### src/rtl/multi_pulser.sv
// Multi-channel synchronising edge-to-pulse converter with selectable edge type,
// fixed pulse length and either retrigger or sticky-overrun handling of early edges.
module multi_pulser #(
  parameter int CHANNELS    = 4,
  parameter int SYNC_STAGES = 2,
  parameter int PULSE_LEN   = 1,
  parameter int RETRIGGER   = 0
) (
  input  logic                  clock,
  input  logic                  reset,
  input  logic [CHANNELS-1:0]   dataIn,
  input  logic [2*CHANNELS-1:0] mode,
  input  logic [CHANNELS-1:0]   clearOverrun,
  output logic [CHANNELS-1:0]   dataOut,
  output logic [CHANNELS-1:0]   busy,
  output logic [CHANNELS-1:0]   overrun
);

  localparam int              CW   = $clog2(PULSE_LEN + 1);
  localparam logic [CW-1:0]   LOAD = CW'(PULSE_LEN);
  localparam logic [CW-1:0]   ONE  = CW'(1);

  logic [CHANNELS-1:0]    sync_q [SYNC_STAGES];
  logic [SYNC_STAGES-1:0] arm_q;
  logic                   armed;
  logic [CHANNELS-1:0]    prev_q;
  logic [CHANNELS-1:0]    s, rise, fall;
  logic [CHANNELS-1:0]    hit, active, ovr_set, ovr_q;
  logic [CW-1:0]          cnt_q [CHANNELS];
  logic [CW-1:0]          cnt_d [CHANNELS];

  assign armed = arm_q[SYNC_STAGES-1];
  assign s     = sync_q[SYNC_STAGES-1];
  assign rise  = s & ~prev_q;
  assign fall  = ~s & prev_q;

  // NOTE: the synchroniser array is a bank of flops, not RAM, so resetting every stage is intended.
  always_ff @(posedge clock or negedge reset) begin
    if (!reset) begin
      for (int k = 0; k < SYNC_STAGES; k++) sync_q[k] <= '0;
      arm_q  <= '0;
      prev_q <= '0;
    end else begin
      sync_q[0] <= dataIn;
      for (int k = 1; k < SYNC_STAGES; k++) sync_q[k] <= sync_q[k-1];
      arm_q <= {arm_q[SYNC_STAGES-2:0], 1'b1};
      // While arming, preload prev with the level s is about to take so a held input never looks like an edge.
      prev_q <= armed ? s : sync_q[SYNC_STAGES-2];
    end
  end

  // NOTE: every always_comb output gets a default before the loop so no latch can be inferred.
  always_comb begin
    hit     = '0;
    active  = '0;
    ovr_set = '0;
    for (int i = 0; i < CHANNELS; i++) begin
      cnt_d[i]  = cnt_q[i];
      active[i] = (cnt_q[i] != '0);
      hit[i]    = armed & ((mode[2*i] & rise[i]) | (mode[2*i+1] & fall[i]));
      if (hit[i] && (!active[i] || RETRIGGER != 0)) begin
        cnt_d[i] = LOAD;
      end else if (active[i]) begin
        cnt_d[i]   = cnt_q[i] - ONE;
        ovr_set[i] = hit[i];
      end
    end
  end

  // Outputs are registered from the next-state count so they line up with the counter.
  // With RETRIGGER set, an edge on an active channel always reloads, so ovr_set and overrun stay 0.
  always_ff @(posedge clock or negedge reset) begin
    if (!reset) begin
      for (int i = 0; i < CHANNELS; i++) cnt_q[i] <= '0;
      dataOut <= '0;
      busy    <= '0;
      ovr_q   <= '0;
    end else begin
      for (int i = 0; i < CHANNELS; i++) begin
        cnt_q[i]   <= cnt_d[i];
        dataOut[i] <= (cnt_d[i] != '0);
        busy[i]    <= (cnt_d[i] != '0);
      end
      ovr_q <= ovr_set | (ovr_q & ~clearOverrun);
    end
  end

  assign overrun = ovr_q;

endmodule

### config.mk
export PLATFORM = sky130hd
export DESIGN_NAME = multi_pulser
export DESIGN_NICKNAME = d
export VERILOG_FILES = /design/src/rtl/multi_pulser.sv
export SDC_FILE = /design/constraint.sdc
export NUM_CORES = 1
export LEC_CHECK = 0
export CORE_MARGIN = 1.5
export CORE_UTILIZATION = 38
export DETAILED_ROUTE_END_ITERATION = 12
export PLACE_DENSITY = 0.73
export SKIP_CTS_REPAIR_TIMING = 1
export SLEW_MARGIN = 15
export SYNTH_ARGS = -nofsm -noshare
export SYNTH_HDL_FRONTEND = slang
export SYNTH_SLANG_ARGS = --single-unit
### constraint.sdc
create_clock -name clock -period 0.86 [get_ports clock]
set_input_delay 0.129 -clock clock [delete_from_list [all_inputs] [get_ports clock]]
set_output_delay 0.129 -clock clock [all_outputs]
set_load 0.01 [all_outputs]
=== After elaboration in Yosys (flattened, before gate mapping) ===
Index checks and enable logic that the tools add are counted.

* Reductions and logical operators: 8
* Bitwise logic cells: 23
* Equality and inequality tests: 0
* Muxes and demuxes: 17
* Divide/modulo/power cells: 0
* Add/sub/neg operators: 4
* Multipliers: 0
* Order comparisons: 0
* Shift operators: 0

{| class="wikitable"
|+ Operator list
! kind !! number
|-
| $mux W1 || 16
|-
| $and A1 B1 Y1 || 12
|-
| $and A4 B4 Y4 || 3
|-
| $not A4 Y4 || 3
|-
| $logic_and A1 B1 Y1 || 4
|-
| $logic_not A1 Y1 || 4
|-
| $mux W4 || 1
|-
| $or A1 B1 Y1 || 4
|-
| $or A4 B4 Y4 || 1
|-
| $sub A1 B1 Y1 const B || 4
|}

* Output and inout bits: 12
* Input port bits: 18
* Memory bits (read-only): 0
* Bits in latches: 0
* Bits in registers: 26
* RAM bits: 0
* Logic and storage cells: 62
* Memories: 0

=== Logic depth before layout (Yosys ltp) ===
* Depth after elaboration: 8
* Gate-level depth with buffers: 3
* Depth with buffers taken out: 3

=== Least setup slack after synthesis ===
No wires, ideal clock.

* Kind: reg-to-reg
* From: reg arm_q[1]
* To: reg prev_q[2]
* Data required time: 0.735 ns
* Buffers on the path: 1
* Stages on the path, launching flop included: 3
* Library setup time: 0.125 ns
* Period minus slack after synthesis: 0.927 ns
* Data arrival time: 0.802 ns
* Slack: -0.067 ns
* Cells stage by stage: dfrtp_1 > buf_6 > mux2_4

* Word-level cells in the longest chain between the ends: 1

{| class="wikitable"
|+ RTL lines
! element !! RTL line !! text
|-
| from (decl) || 24 || <nowiki>logic [SYNC_STAGES-1:0] arm_q;</nowiki>
|-
| from (signal assigned) || 46 || <nowiki>arm_q <= {arm_q[SYNC_STAGES-2:0], 1'b1};</nowiki>
|-
| $mux W4 || 48 || <nowiki>prev_q <= armed ? s : sync_q[SYNC_STAGES-2];</nowiki>
|-
| to (signal assigned) || 48 ||
|-
| to (decl) || 26 || <nowiki>logic [CHANNELS-1:0] prev_q;</nowiki>
|}

No other way between the ends.

==> results.toml <==
[drt]
ant_nets = 0
drc_errors = 0
wl_met1_um = 636
wl_per_cell_um = 11.8
drt_iter0_markers = 1
route.vias.total = 574
firstDrtPassIters = 2
drt_wl_total_um = 1510
wl_met2_um = 764
vias_per_cell = 4.48
highest_layer = "met4"
wl_met3_um = 68

[worst_setup_path]
startpoint_type = "register"
path_delay_family = "flip-flops"
crit_path_end_kind = "output port"
critPathBufInv = 1
crit_path_max_incr_delay_ns = 0.42
critical_path_class = "register to output port"
crit_start = "busy[0]"
regToRegEndpoint = "prev_q[2]"
ff2ff_setup_slack_ns = -0.13
r2r_cells = 2
crit_fanout = 3
cp_cell_sequence = "clkbuf_2"
r2r-start = "arm_q[1]"
crit_slowest_cell = "dfrtp_1"
crit_arrival_ns = 0.86
required_ns = 0.73

[global_routing]
gr-usage-all-layers_pct = 13.9
grt_pass1_wl_um = 2520
gr-total-overflow = 0
first_global_vias = 600
antenna_found_initial = 0
grt_max_degree = 23

[floorplan]
rows = 16
die_w_um = 49.5
coreArea_sq_um = 2000
dieArea_sq_um = 2450
start_util_pct = 41.1
io_pins = 30
die_h_um = 49.5

[finish]
area_growth_pct = 52.3
final_core_util_pct = 62.6
stdcell_count = 128
drive_gt1_share_pct = 45.5
diodes = 0
multi_input_area_sq_um = 246
num-fill-cells = 165
nets = 120
ff_latch_area_sq_um = 552

[clock_tree]
htreeDepth = 1
clockBufferDepth = 2
cts.sinks = 22
cts-root-buf = "clkbuf_4"
cts_made_buffers = 3
clk_pin_slew_worst_paths_ns = 0.12
cts_tree = "yes"
clk_latency_ns = 0.30

[placement]
portBuffers = 29
pre_cts_ws_ns = -0.242
dp_hpwl_um = 1070
gp_congestion = 0.726
placedCellCount = 119

[min_path]
min_path_type = "primary input to async pin"

[synth]
ys_ff_latch = 22
synth_cell_types = 15
synth_nets = 77
syn_area_sq_um = 823
yosysWarnings = 0
ys_seq_area_share_pct = 66.9
avgSynthCellArea_sq_um = 14.0
synth_edf_count = 0
async_flop_share_pct = 100
syn_inst = 59
synth-main-ff-cell = "dfrtp_1"

[sta]
fmax_mhz = 1010
timing.setup.tns_ns = -2.09
period_needed_ns = 0.990
setup_violations = 24
skew_ns = 0.00705
slew_violations = 0
fin_ws_ns = -0.130
rsz0062_at_grt = "true"
hold_viol = 0
period_share_pct = 115

[power_and_ir_drop]
power.leakage_nw = 0.582
vdd_drop_max_uv = 1140
combPwrFrac_pct = 14.8
p_sw_share_pct = 21.8
seqPwrFrac_pct = 57.2
clkPwrFrac_pct = 28.0
intPower_w = 0.00153
power_density_nw_per_um2 = 1560
p_sw_w = 0.000426

[outcome]
violations = "negative setup slack"
run_status = "complete, but fails checks"

[run]
cap_violations = 0
## through the flow
step | cell area [sq um] | power (W) | hold WS (ns)
finish | 1250 | 0.00196 | 0.169
global route | 1250 | 0.00206 | 0.167
CTS | 1220 | 0.00197 | 0.159
detailed placement | 1190 | 0.00142 | 0.340
global placement | 1190 | 0.00141 | 0.333
floorplan | 823 | 0.00124 | -0.167
## synthesized netlist by cell type, types with 2 or more instances
cell type	n	area, sq um
nor3b_2	3	37.5
mux2_4	2	30.0
dfrtp_1	22	551
mux2_2	2	22.5
nand3b_1	4	30.0
o22ai_1	3	18.8
o21a_1	3	22.5
buf_4	4	30.0
inv_1	4	15.0
nand2_1	7	26.3
## how the worst max path moves through the flow
stage | end | slack, ns | cells after the start
floorplan | prev_q[2] | -0.07 | 2
global placement | overrun[0] | -0.20 | 4
detailed placement | busy[3] | -0.24 | 4
CTS | dataOut[0] | -0.52 | 1
global route | dataOut[0] | -0.17 | 1
finish | dataOut[0] | -0.13 | 1
## state kept, by name (all words and copies together) (netlist names)
signal,count
busy,4
sync_q,4
s,4
overrun,4
prev_q,4
arm_q,2
## routing by layer
layer	up-vias	GRT usage (%)
met1	277	16.4
met4	0	8.33
li1	276	-
met3	4	3.94
met2	17	22.4
met5	-	0
## layout by cell type (no fill, tap or decap), types with 3 or more instances in the layout
master | netlist | final
dfrtp_1 | 22 | 21
clkdlybuf4s50_1 | 0 | 17
clkbuf_2 | 0 | 11
buf_4 | 4 | 7
buf_6 | 1 | 6
nand2_1 | 7 | 4
nand3b_1 | 4 | 4
inv_1 | 4 | 4
o21a_1 | 3 | 3
nand2_2 | 0 | 3
o22ai_2 | 0 | 3
nor3b_2 | 3 | 3
clkbuf_4 | 0 | 3
## kinds of logic after synthesis
group	count (synthesis)	share of synthesized area, %
multiplexers	4	6.38
flip-flops	22	66.9
AND/OR/NAND/NOR	15	12.6
AO/OA/AOI/OAI	8	6.84
buffers and inverters	9	6.84
other	1	0.455
## layout make-up
class,count,share of cell area [%]
Timing Repair Buffer,43,29.5
Sequential cell,22,44.0
Tap cell,27,2.69
Multi-Input combinational cell,28,19.7
Inverter,4,1.20
Clock buffer,4,2.89
## power by group through the flow
stage	Sequential, W	Combinational [W]	Clock [W]
final	0.00112	0.000290	0.000548
after global routing	0.00113	0.000317	0.000610
after CTS	0.00112	0.000275	0.000574
after detailed placement	0.00114	0.000274	0
after global placement	0.00114	0.000268	0
after floorplan	0.00114	0.0000947	0
No activity file was read; power rests on OpenSTA's default activity.
